`src/rtl/cadence_pkg.sv`:
```
// ----------------------------------------------------------------------------
// cadence_pkg
// Shared definitions for the cadence period measurement block.
//   - cadence_state_e : measurement FSM states (IDLE, ARM, RUN)
//   - ST_*            : the same encodings as plain 2-bit constants, used for
//                       the state register and the debug state port
//   - PER_W/PER_SAT   : period sample width and saturation value
//   - HIST_DEPTH      : number of samples in the running average
//   - SUM_W           : running-sum width (HIST_DEPTH * PER_SAT fits in 10 bits)
// ----------------------------------------------------------------------------
package cadence_pkg;

    typedef enum logic [1:0] {
        IDLE = 2'd0,
        ARM  = 2'd1,
        RUN  = 2'd2
    } cadence_state_e;

    localparam logic [1:0] ST_IDLE = IDLE;
    localparam logic [1:0] ST_ARM  = ARM;
    localparam logic [1:0] ST_RUN  = RUN;

    localparam int PER_W      = 8;
    localparam logic [PER_W-1:0] PER_SAT = 8'hFF;
    localparam int HIST_DEPTH = 4;
    localparam int SUM_W      = 10;

    // Saturating increment of a period count.
    function automatic logic [PER_W-1:0] sat_inc(input logic [PER_W-1:0] v);
        logic [PER_W-1:0] r;
        r = (v == PER_SAT) ? PER_SAT : v + PER_W'(1);
        return r;
    endfunction

endpackage : cadence_pkg

```
`src/rtl/cadence_tick_gen.sv`:
```
// ----------------------------------------------------------------------------
// cadence_tick_gen
// Free-running prescaler that produces the period counter's time base.
// The tick is high on the cycle the prescaler is all-ones; the counter then
// wraps to zero. A synchronous clear restarts the count from zero so that a
// new period measurement starts phase-aligned with the accepted edge.
//   FAST_SIM = 1 : 8-bit prescaler,  TICK = 256 clk
//   FAST_SIM = 0 : 16-bit prescaler, TICK = 65536 clk
// Ports:
//   clk  in  system clock
//   rst  in  asynchronous active-high reset
//   clr  in  synchronous clear to zero (wins over counting)
//   tick out one-cycle time-base strobe
// ----------------------------------------------------------------------------
module cadence_tick_gen #(
    parameter int FAST_SIM = 1
) (
    input  logic clk,
    input  logic rst,
    input  logic clr,
    output logic tick
);

    localparam int PRE_W = (FAST_SIM != 0) ? 8 : 16;

    logic [PRE_W-1:0] pre_q;
    logic [PRE_W-1:0] pre_d;

    always_comb begin
        pre_d = pre_q + PRE_W'(1);
        if (clr) begin
            pre_d = '0;
        end
    end

    always_ff @(posedge clk or posedge rst) begin
        if (rst) begin
            pre_q <= '0;
        end else begin
            pre_q <= pre_d;
        end
    end

    assign tick = &pre_q;

endmodule : cadence_tick_gen

```
`src/rtl/cadence_meas.sv`:
```
// ----------------------------------------------------------------------------
// cadence_meas
// Measures the time between filtered cadence rising edges in TICK units and
// publishes the last period, a 4-sample running average, a capture strobe and
// a not-pedaling flag.
// Ports:
//   clk          in   system clock
//   rst          in   asynchronous active-high reset
//   cadence_rise in   one-cycle pulse per filtered cadence rising edge
//   cadence_per  out  last period in TICK units, saturating at 8'hFF
//   cadence_avg  out  mean of the last 4 captured periods (truncated)
//   per_vld      out  one-cycle strobe, outputs updated this cycle
//   not_pedaling out  high while the FSM is in IDLE
//   dbg_state    out  current FSM state (ST_IDLE / ST_ARM / ST_RUN)
//
// Handshake: per_vld is a pure strobe with no ready/backpressure. A consumer
// must take cadence_per/cadence_avg in the cycle per_vld is high; the values
// stay stable until the next capture or timeout.
// ----------------------------------------------------------------------------
module cadence_meas
    import cadence_pkg::*;
#(
    parameter int FAST_SIM = 1
) (
    input  logic             clk,
    input  logic             rst,
    input  logic             cadence_rise,
    output logic [PER_W-1:0] cadence_per,
    output logic [PER_W-1:0] cadence_avg,
    output logic             per_vld,
    output logic             not_pedaling,
    output logic [1:0]       dbg_state
);

    logic [1:0]                       state_q, state_d;
    logic [PER_W-1:0]                 per_cnt_q, per_cnt_d;
    logic [PER_W-1:0]                 per_q, per_d;
    logic [PER_W-1:0]                 avg_q, avg_d;
    logic                             vld_q, vld_d;
    logic [HIST_DEPTH-1:0][PER_W-1:0] hist_q, hist_d;   // [0] newest, [3] oldest
    logic [SUM_W-1:0]                 sum_q, sum_d;

    logic             tick;
    logic             clr;
    logic             timeout;
    logic [PER_W-1:0] sample;

    cadence_tick_gen #(
        .FAST_SIM (FAST_SIM)
    ) u_tick_gen (
        .clk  (clk),
        .rst  (rst),
        .clr  (clr),
        .tick (tick)
    );

    // The count as it would be after this edge. Capturing this (rather than
    // per_cnt_q) makes a rise exactly N*TICK after the previous one report N,
    // and makes a rise on the timeout cycle report the saturated value.
    assign sample  = tick ? sat_inc(per_cnt_q) : per_cnt_q;
    assign timeout = tick && (per_cnt_q == PER_SAT);

    always_comb begin
        state_d   = state_q;
        per_cnt_d = sample;
        per_d     = per_q;
        avg_d     = avg_q;
        vld_d     = 1'b0;
        hist_d    = hist_q;
        sum_d     = sum_q;
        clr       = 1'b0;

        case (state_q)
            ST_IDLE: begin
                // Counters are held at zero so the first rise starts from 0.
                clr       = 1'b1;
                per_cnt_d = '0;
                if (cadence_rise) begin
                    state_d = ST_ARM;
                end
            end

            ST_ARM: begin
                if (cadence_rise) begin
                    // First real period: seed the whole history with it so
                    // the average is meaningful immediately.
                    state_d   = ST_RUN;
                    clr       = 1'b1;
                    per_cnt_d = '0;
                    per_d     = sample;
                    vld_d     = 1'b1;
                    hist_d    = {HIST_DEPTH{sample}};
                    sum_d     = {sample, 2'b00};
                    avg_d     = sample;
                end else if (timeout) begin
                    state_d   = ST_IDLE;
                    clr       = 1'b1;
                    per_cnt_d = '0;
                    per_d     = PER_SAT;
                    avg_d     = PER_SAT;
                    hist_d    = '0;
                    sum_d     = '0;
                end
            end

            ST_RUN: begin
                if (cadence_rise) begin
                    clr       = 1'b1;
                    per_cnt_d = '0;
                    per_d     = sample;
                    vld_d     = 1'b1;
                    hist_d    = {hist_q[HIST_DEPTH-2:0], sample};
                    sum_d     = sum_q - {2'b00, hist_q[HIST_DEPTH-1]} + {2'b00, sample};
                    avg_d     = sum_d[SUM_W-1:2];
                end else if (timeout) begin
                    state_d   = ST_IDLE;
                    clr       = 1'b1;
                    per_cnt_d = '0;
                    per_d     = PER_SAT;
                    avg_d     = PER_SAT;
                    hist_d    = '0;
                    sum_d     = '0;
                end
            end

            default: begin
                state_d   = ST_IDLE;
                clr       = 1'b1;
                per_cnt_d = '0;
            end
        endcase
    end

    always_ff @(posedge clk or posedge rst) begin
        if (rst) begin
            state_q   <= ST_IDLE;
            per_cnt_q <= '0;
            per_q     <= PER_SAT;
            avg_q     <= PER_SAT;
            vld_q     <= 1'b0;
            hist_q    <= '0;
            sum_q     <= '0;
        end else begin
            state_q   <= state_d;
            per_cnt_q <= per_cnt_d;
            per_q     <= per_d;
            avg_q     <= avg_d;
            vld_q     <= vld_d;
            hist_q    <= hist_d;
            sum_q     <= sum_d;
        end
    end

    assign cadence_per  = per_q;
    assign cadence_avg  = avg_q;
    assign per_vld      = vld_q;
    assign not_pedaling = (state_q == ST_IDLE);
    assign dbg_state    = state_q;

endmodule : cadence_meas

```
`config.mk`:
```
export PLATFORM = sky130hd
export DESIGN_NAME = cadence_meas
export DESIGN_NICKNAME = d
export VERILOG_FILES = /design/src/rtl/cadence_pkg.sv /design/src/rtl/cadence_tick_gen.sv /design/src/rtl/cadence_meas.sv
export SDC_FILE = /design/constraint.sdc
export NUM_CORES = 1
export LEC_CHECK = 0
export ABC_AREA = 1
export CORE_UTILIZATION = 50
export CTS_CLUSTER_SIZE = 25
export DETAILED_ROUTE_END_ITERATION = 6
export HOLD_SLACK_MARGIN = 0.05
export PLACE_DENSITY_LB_ADDON = 0.08
export SETUP_SLACK_MARGIN = 0.5
export SYNTH_ARGS = -nofsm -noshare
export SYNTH_HDL_FRONTEND = slang
export SYNTH_SLANG_ARGS = --single-unit
```
`constraint.sdc`:
```
create_clock -name clk -period 5.8 [get_ports clk]
set_clock_uncertainty 0.1 [all_clocks]
set_input_delay 0.87 -clock clk [delete_from_list [all_inputs] [get_ports clk]]
set_output_delay 0.87 -clock clk [all_outputs]
set_load 0.05 [all_outputs]
```
==> results.py, run 1 <==
metrics = {
    "run_status": {
        "status": "finished with violations",
        "violations": "DRC",
    },
    "route": {
        "finalWirelength_mm": 11.0,
        "drc": 1,
        "ant_nets": 0,
        "drt_iter0_markers": 378,
        "wire_per_inst_um": 14.7,
        "num_vias": 3995,
        "detail_route.vias_per_cell": 5.33,
        "drt_first_pass_iters": 7,
    },
    "floorplan": {
        "dieArea_sq_um": 9700,
        "die_h_um": 98.5,
        "start_util": 0.526,
        "fp.dieW_um": 98.5,
        "num_io_pins": 23,
        "num_rows": 34,
        "fp.coreArea_sq_um": 8850,
    },
    "synthesis": {
        "synth_nets": 646,
        "synthTopCellsByCount": "nand2_1, inv_1, nor2_1",
        "synthTopCellsByArea": "dfrtp_1, nand2_1, dfstp_2",
        "syn_area_per_cell_sq_um": 7.52,
        "synth.largest_area_cell": "dfrtp_1",
        "ys.flop_type": "dfrtp_1",
        "synth_most_common_cell": "nand2_1",
        "synth-seq-area-share": 0.418,
        "yosys_warnings": 0,
        "synth_cell_types": 39,
        "syn_area_sq_um": 4650,
        "synth_edf_count": 0,
        "ys_ff_latch": 77,
        "async_flop_share": 1.00,
        "syn_inst": 619,
        "synth_top_area_frac": 0.328,
    },
    "cells_and_area": {
        "multi_input_area_sq_um": 2250,
        "fill_cells": 808,
        "antenna_cells": 0,
        "drive_above_1_share": 0.0952,
        "regArea_sq_um": 1950,
        "fin_nets": 663,
        "final_core_util": 0.584,
        "syn_to_final_growth_pct": 11.0,
    },
    "sta": {
        "finalHoldViolCount": 0,
        "finalCriticalPeriod_ns": 3.76,
        "rsz0062_at_grt": "no",
        "maxSlewHeadroom": 0.343,
        "post-route-period-util": 0.649,
        "slew_violations": 0,
        "worstMarginPinSlew_ns": 0.985,
        "fmax_mhz": 266,
        "finalSetupTns_ns": 0,
        "finalSetupViolCount": 0,
    },
    "placed_design": {
        "io_buffers": 22,
        "hpwl_mm": 7.71,
        "gp_congestion": 0.917,
    },
    "clock_network": {
        "cts-root-buf": "clkbuf_8",
        "clockBufferDepth": 2,
        "cts_tree": "yes",
        "clock_latency_ns": 0.36,
        "h-tree-depth": 3,
        "post-cts-setup-buffers": 0,
        "cts_made_buffers": 9,
        "clk_pin_slew_ns": 0.09,
        "clock-sinks": 77,
        "cts_hold_buf": 0,
        "cts_resized": 0,
    },
    "power": {
        "ir_worst_vdd_mv": 0.256,
        "p_leak_uw": 0.00258,
        "powerDensity_nw_per_um2": 569,
    },
    "flow_run": {
        "maxCapViolations": 0,
    },
    "global_route": {
        "antenna_found_initial": 0,
        "grt_pass1_vias": 3857,
        "grt_max_degree": 78,
        "grt_usage": 0.253,
        "grt-ovfl-total": 0,
        "grt_first_pass_wirelength_mm": 18.9,
    },
    "hold_path": {
        "hp-class": "flip-flop to flip-flop",
        "min_from": "u_tick_gen.pre_q[0]",
    },
    "setup_path": {
        "worstSetupPathType": "flip-flop to flip-flop",
        "cp-end-kind": "flip-flop",
        "required_ns": 5.92,
        "path_max_fanout": 14,
        "startpoint": "per_cnt_q[0]",
        "arrival_ns": 3.89,
        "rr_startpoint": "per_cnt_q[0]",
        "cp-start-kind": "flip-flop",
    },
}
## state kept, by name, indices dropped and copies added, names as in the netlist
signal / cells
per_vld: 1
hist_q: 32
cadence_per: 8
sum_q: 10
cadence_avg: 8
per_cnt_q: 8
u_tick_gen.pre_q: 8
dbg_state: 2
## per-layer routing
layer  share of wire  GRT usage  vias up  wire length [um]
met4           0.026      0.102        0               285
li1                -          -     1984                 -
met3           0.049     0.0397       21               540
met1            0.47      0.347     1875              5190
met2            0.45      0.405      115              4980
met5               0          0        -                 0
## cell families after synthesis
logic type               count (synthesis)  synth area share
flip-flops                              77             0.418
adder cells (fa/ha/maj)                 24            0.0774
AO/OA/AOI/OAI                           88             0.106
buffers and inverters                  116            0.0989
XOR/XNOR                                 4           0.00753
AND/OR/NAND/NOR                        310             0.292
## layout make-up
type	instances	area share
multi-input combinational	426	0.436
sequential	77	0.377
inverter	98	0.0719
timing repair buffer	24	0.0455
clock buffer	13	0.0308
tap	108	0.0262
clock inverter	3	0.0131
## placed cells by master (no fill, tap or decap), drive strengths merged, types with 5 or more instances in the layout
cell | netlist | layout
nand3 | 44 | 44
dfrtp | 61 | 61
inv | 98 | 97
nand3b | 5 | 5
clkdlybuf4s50 | 0 | 22
o211ai | 5 | 5
o22ai | 7 | 7
fa | 8 | 8
dfstp | 16 | 16
nor2 | 92 | 92
ha | 16 | 16
a21oi | 23 | 23
nand2 | 152 | 152
a31oi | 5 | 5
or2 | 5 | 5
clkbuf | 10 | 13
o21ai | 44 | 44
## where the power goes
part / switching, uW / internal [uW]
Combinational: 1040 / 552
Clock: 201 / 267
Sequential: 128 / 750
## worst paths after layout
path	end	depth (start not counted)	slack (ns)
worst max register to register	sum_q[3]	18	2.04
worst min-delay path	u_tick_gen.pre_q[0]	1	0.36
max in group asynchronous	hist_q[18]	3	3.93
worst min register to register	u_tick_gen.pre_q[0]	1	0.36
worst max-delay path	sum_q[3]	18	2.04
min in group asynchronous	u_tick_gen.pre_q[0]	3	1.04
## metrics by stage
step	power (uW)	cells	hold slack (ns)	setup slack, ns	area, sq um
after detailed placement	2460	733	0.351	2.09	4940
after global placement	2440	733	0.336	2.21	4940
after CTS	2930	749	0.362	2.05	5160
after global routing	3210	749	0.395	1.84	5160
after floorplan	2100	619	0.325	2.49	4650
final	2940	749	0.361	2.04	5160
## worst max-delay path, cell delays in order (launching register included)
cell     delay, ns
dfrtp_1       0.42
ha_1          0.23
nand2_2       0.11
nor2_4        0.13
nand2_4       0.09
nor2_8        0.24
inv_2         0.15
nand2_1       0.12
inv_1         0.06
fa_1          0.47
inv_1         0.04
ha_1          0.35
or2_2         0.31
and2_1        0.19
or2_2         0.27
nand3_1       0.09
o21ai_0       0.11
nor2_1        0.09
a21oi_1       0.05
Power figures use the tool's default switching activity.
==> inputs of run 2 (changes only) <==
- clock period: 5.8 -> 3.2 ns (I/O delays scaled with it)
==> results.py, run 2 (synthesis gave the netlist of run 1 again) <==
metrics = {
    "run_status": {
        "status": "finished with violations",
        "violations": "DRC",
    },
    "clock_network": {
        "clockBufferDepth": 2,
        "cts_hold_buf": 0,
        "cts_tree": "yes",
        "cts-root-buf": "clkbuf_8",
        "clock_latency_ns": 0.36,
        "cts_made_buffers": 9,
        "clk_pin_slew_ns": 0.09,
        "h-tree-depth": 3,
        "clock-sinks": 77,
    },
    "setup_path": {
        "worst_path_largest_cell_delay_ns": 0.49,
        "required_ns": 3.36,
        "arrival_ns": 3.32,
        "path_max_fanout": 7,
        "crit_chain": "ha_2 -> nand2_2 -> nor2_4 -> nand2_4 -> inv_6 -> buf_6 -> nand3b_1 -> nand2_2 -> nor2_4 -> fa_1 -> inv_2 -> ha_4 -> nand2_1 -> nor2_1 -> nor2_1 -> nand2_1 -> nand2_1 -> nand3_2 -> nand2_1 -> nor2_1 -> nor2_1",
        "crit_buf_inv": 3,
        "cpLargestDelayFamily": "simple AND/OR/NAND/NOR gates",
        "worstSetupPathType": "flip-flop to flip-flop",
        "cp-start-kind": "flip-flop",
        "cp-end-kind": "flip-flop",
        "cpMaxStageDelayCell": "fa_1",
    },
    "cells_and_area": {
        "layout_common_cells": "nand2_1, inv_1, nor2_1",
        "layout_commonest_cell": "nand2_1",
        "largest_reg_flops": 32,
        "final_core_util": 0.670,
        "antenna_cells": 0,
        "drive_above_1_share": 0.262,
        "regMostFlops": "hist_q",
        "reg.largest.list": "hist_q: 32 flops, sum_q: 10 flops",
        "syn_to_final_growth_pct": 27.4,
        "fin_nets": 706,
    },
    "power": {
        "powerDensity_nw_per_um2": 1070,
        "p_leak_uw": 0.00286,
        "ir_worst_vdd_mv": 0.506,
    },
    "global_route": {
        "grtUsageMet2": 0.432,
        "antenna_found_initial": 0,
        "grt_first_pass_wirelength_mm": 20.2,
        "grt_pass1_vias": 4132,
        "use_met1": 0.369,
        "grt-ovfl-total": 0,
        "grt_max_degree": 43,
        "top_usage_layer": "met2",
        "globalRouteMet3Util": 0.0333,
        "grt_usage": 0.267,
    },
    "sta": {
        "fmax_mhz": 317,
        "worstMarginPinSlew_ns": 0.677,
        "finalHoldViolCount": 0,
        "setup_slack_ns": 0.0408,
        "slew_violations": 0,
        "finalSetupTns_ns": 0,
        "post-route-period-util": 0.987,
        "finalSetupViolCount": 0,
        "rsz0062_at_grt": "yes",
        "finalCriticalPeriod_ns": 3.16,
        "fin_hold_ws_ns": 0.372,
        "maxSlewHeadroom": 0.548,
    },
    "floorplan": {
        "fp.coreArea_sq_um": 8850,
        "fp.dieW_um": 98.5,
        "num_rows": 34,
        "dieArea_sq_um": 9700,
        "num_io_pins": 23,
        "start_util": 0.526,
        "die_h_um": 98.5,
    },
    "route": {
        "drc": 1,
        "detail_route.vias_per_cell": 5.39,
        "ant_nets": 0,
        "drt_iter0_markers": 212,
        "wire_per_inst_um": 15.7,
        "num_vias": 4265,
        "finalWirelength_mm": 12.4,
        "drt_first_pass_iters": 7,
    },
    "placed_design": {
        "pre_cts_slack_ns": -0.111,
        "io_buffers": 22,
        "gp_congestion": 0.857,
        "hpwl_mm": 8.38,
    },
    "flow_run": {
        "maxCapViolations": 0,
    },
    "hold_path": {
        "hp-class": "flip-flop to flip-flop",
    },
}
==> run 2: layout make-up <==
cell class,count,area [sq um]
multi-input cells,426,2640
clock inverters,6,93.8
inverters,98,379
fillers,722,2920
well taps,108,135
flip-flops and latches,77,1950
clock buffers,10,138
repair buffers,67,601
==> run 2: final timing paths <==
| path | slack [ns] | depth (start not counted) | startpoint | endpoint |
|---|---|---|---|---|
| worst max-delay path | 0.04 | 21 | u_tick_gen.pre_q[0] | sum_q[8] |
| worst min-delay path | 0.37 | 2 | cadence_per[5] | cadence_per[5] |
| worst max register to register | 0.04 | 21 | u_tick_gen.pre_q[0] | sum_q[8] |
| worst min register to register | 0.37 | 2 | cadence_per[5] | cadence_per[5] |
| max in group asynchronous | 1.87 | 3 | rst | cadence_avg[2] |
| min in group asynchronous | 0.41 | 2 | rst | hist_q[31] |
==> run 2: report_power, final <==
group | switching, uW | internal (uW)
Combinational | 2340 | 1530
Clock | 406 | 466
Sequential | 238 | 1360
Total | 2980 | 3350
==> run 2: worst reg2reg max path: stages (launching register included) <==
cell	delay [ns]
dfrtp_1	0.36
ha_2	0.19
nand2_2	0.07
nor2_4	0.13
nand2_4	0.13
inv_6	0.12
buf_6	0.11
nand3b_1	0.13
nand2_2	0.13
nor2_4	0.05
fa_1	0.49
inv_2	0.05
ha_4	0.30
nand2_1	0.10
nor2_1	0.13
nor2_1	0.07
nand2_1	0.07
nand2_1	0.06
nand3_2	0.08
nand2_1	0.05
nor2_1	0.08
nor2_1	0.06
==> run 2: metal layers <==
layer | vias up | routed length, um
met4 | 0 | 223
met1 | 2040 | 5620
met5 | - | 0
li1 | 2082 | -
met2 | 121 | 5960
met3 | 22 | 609
==> run 2: repair_timing <==
action / CTS / global route
setup endpoints to repair: 16 / 31
gates resized for setup: 22 / 54
endpoints found under the hold margin: 0 / 0
pin swaps: 25 / 35
buffers inserted: 13 / 11
==> run 2: per-stage QoR <==
| stage | instance area [sq um] | cells | power, uW |
|---|---|---|---|
| global route | 5930 | 792 | 6810 |
| CTS | 5650 | 781 | 5860 |
| detailed placement | 5220 | 752 | 4800 |
| finish | 5930 | 792 | 6330 |
| floorplan | 4790 | 619 | 4020 |
| global placement | 5220 | 752 | 4720 |
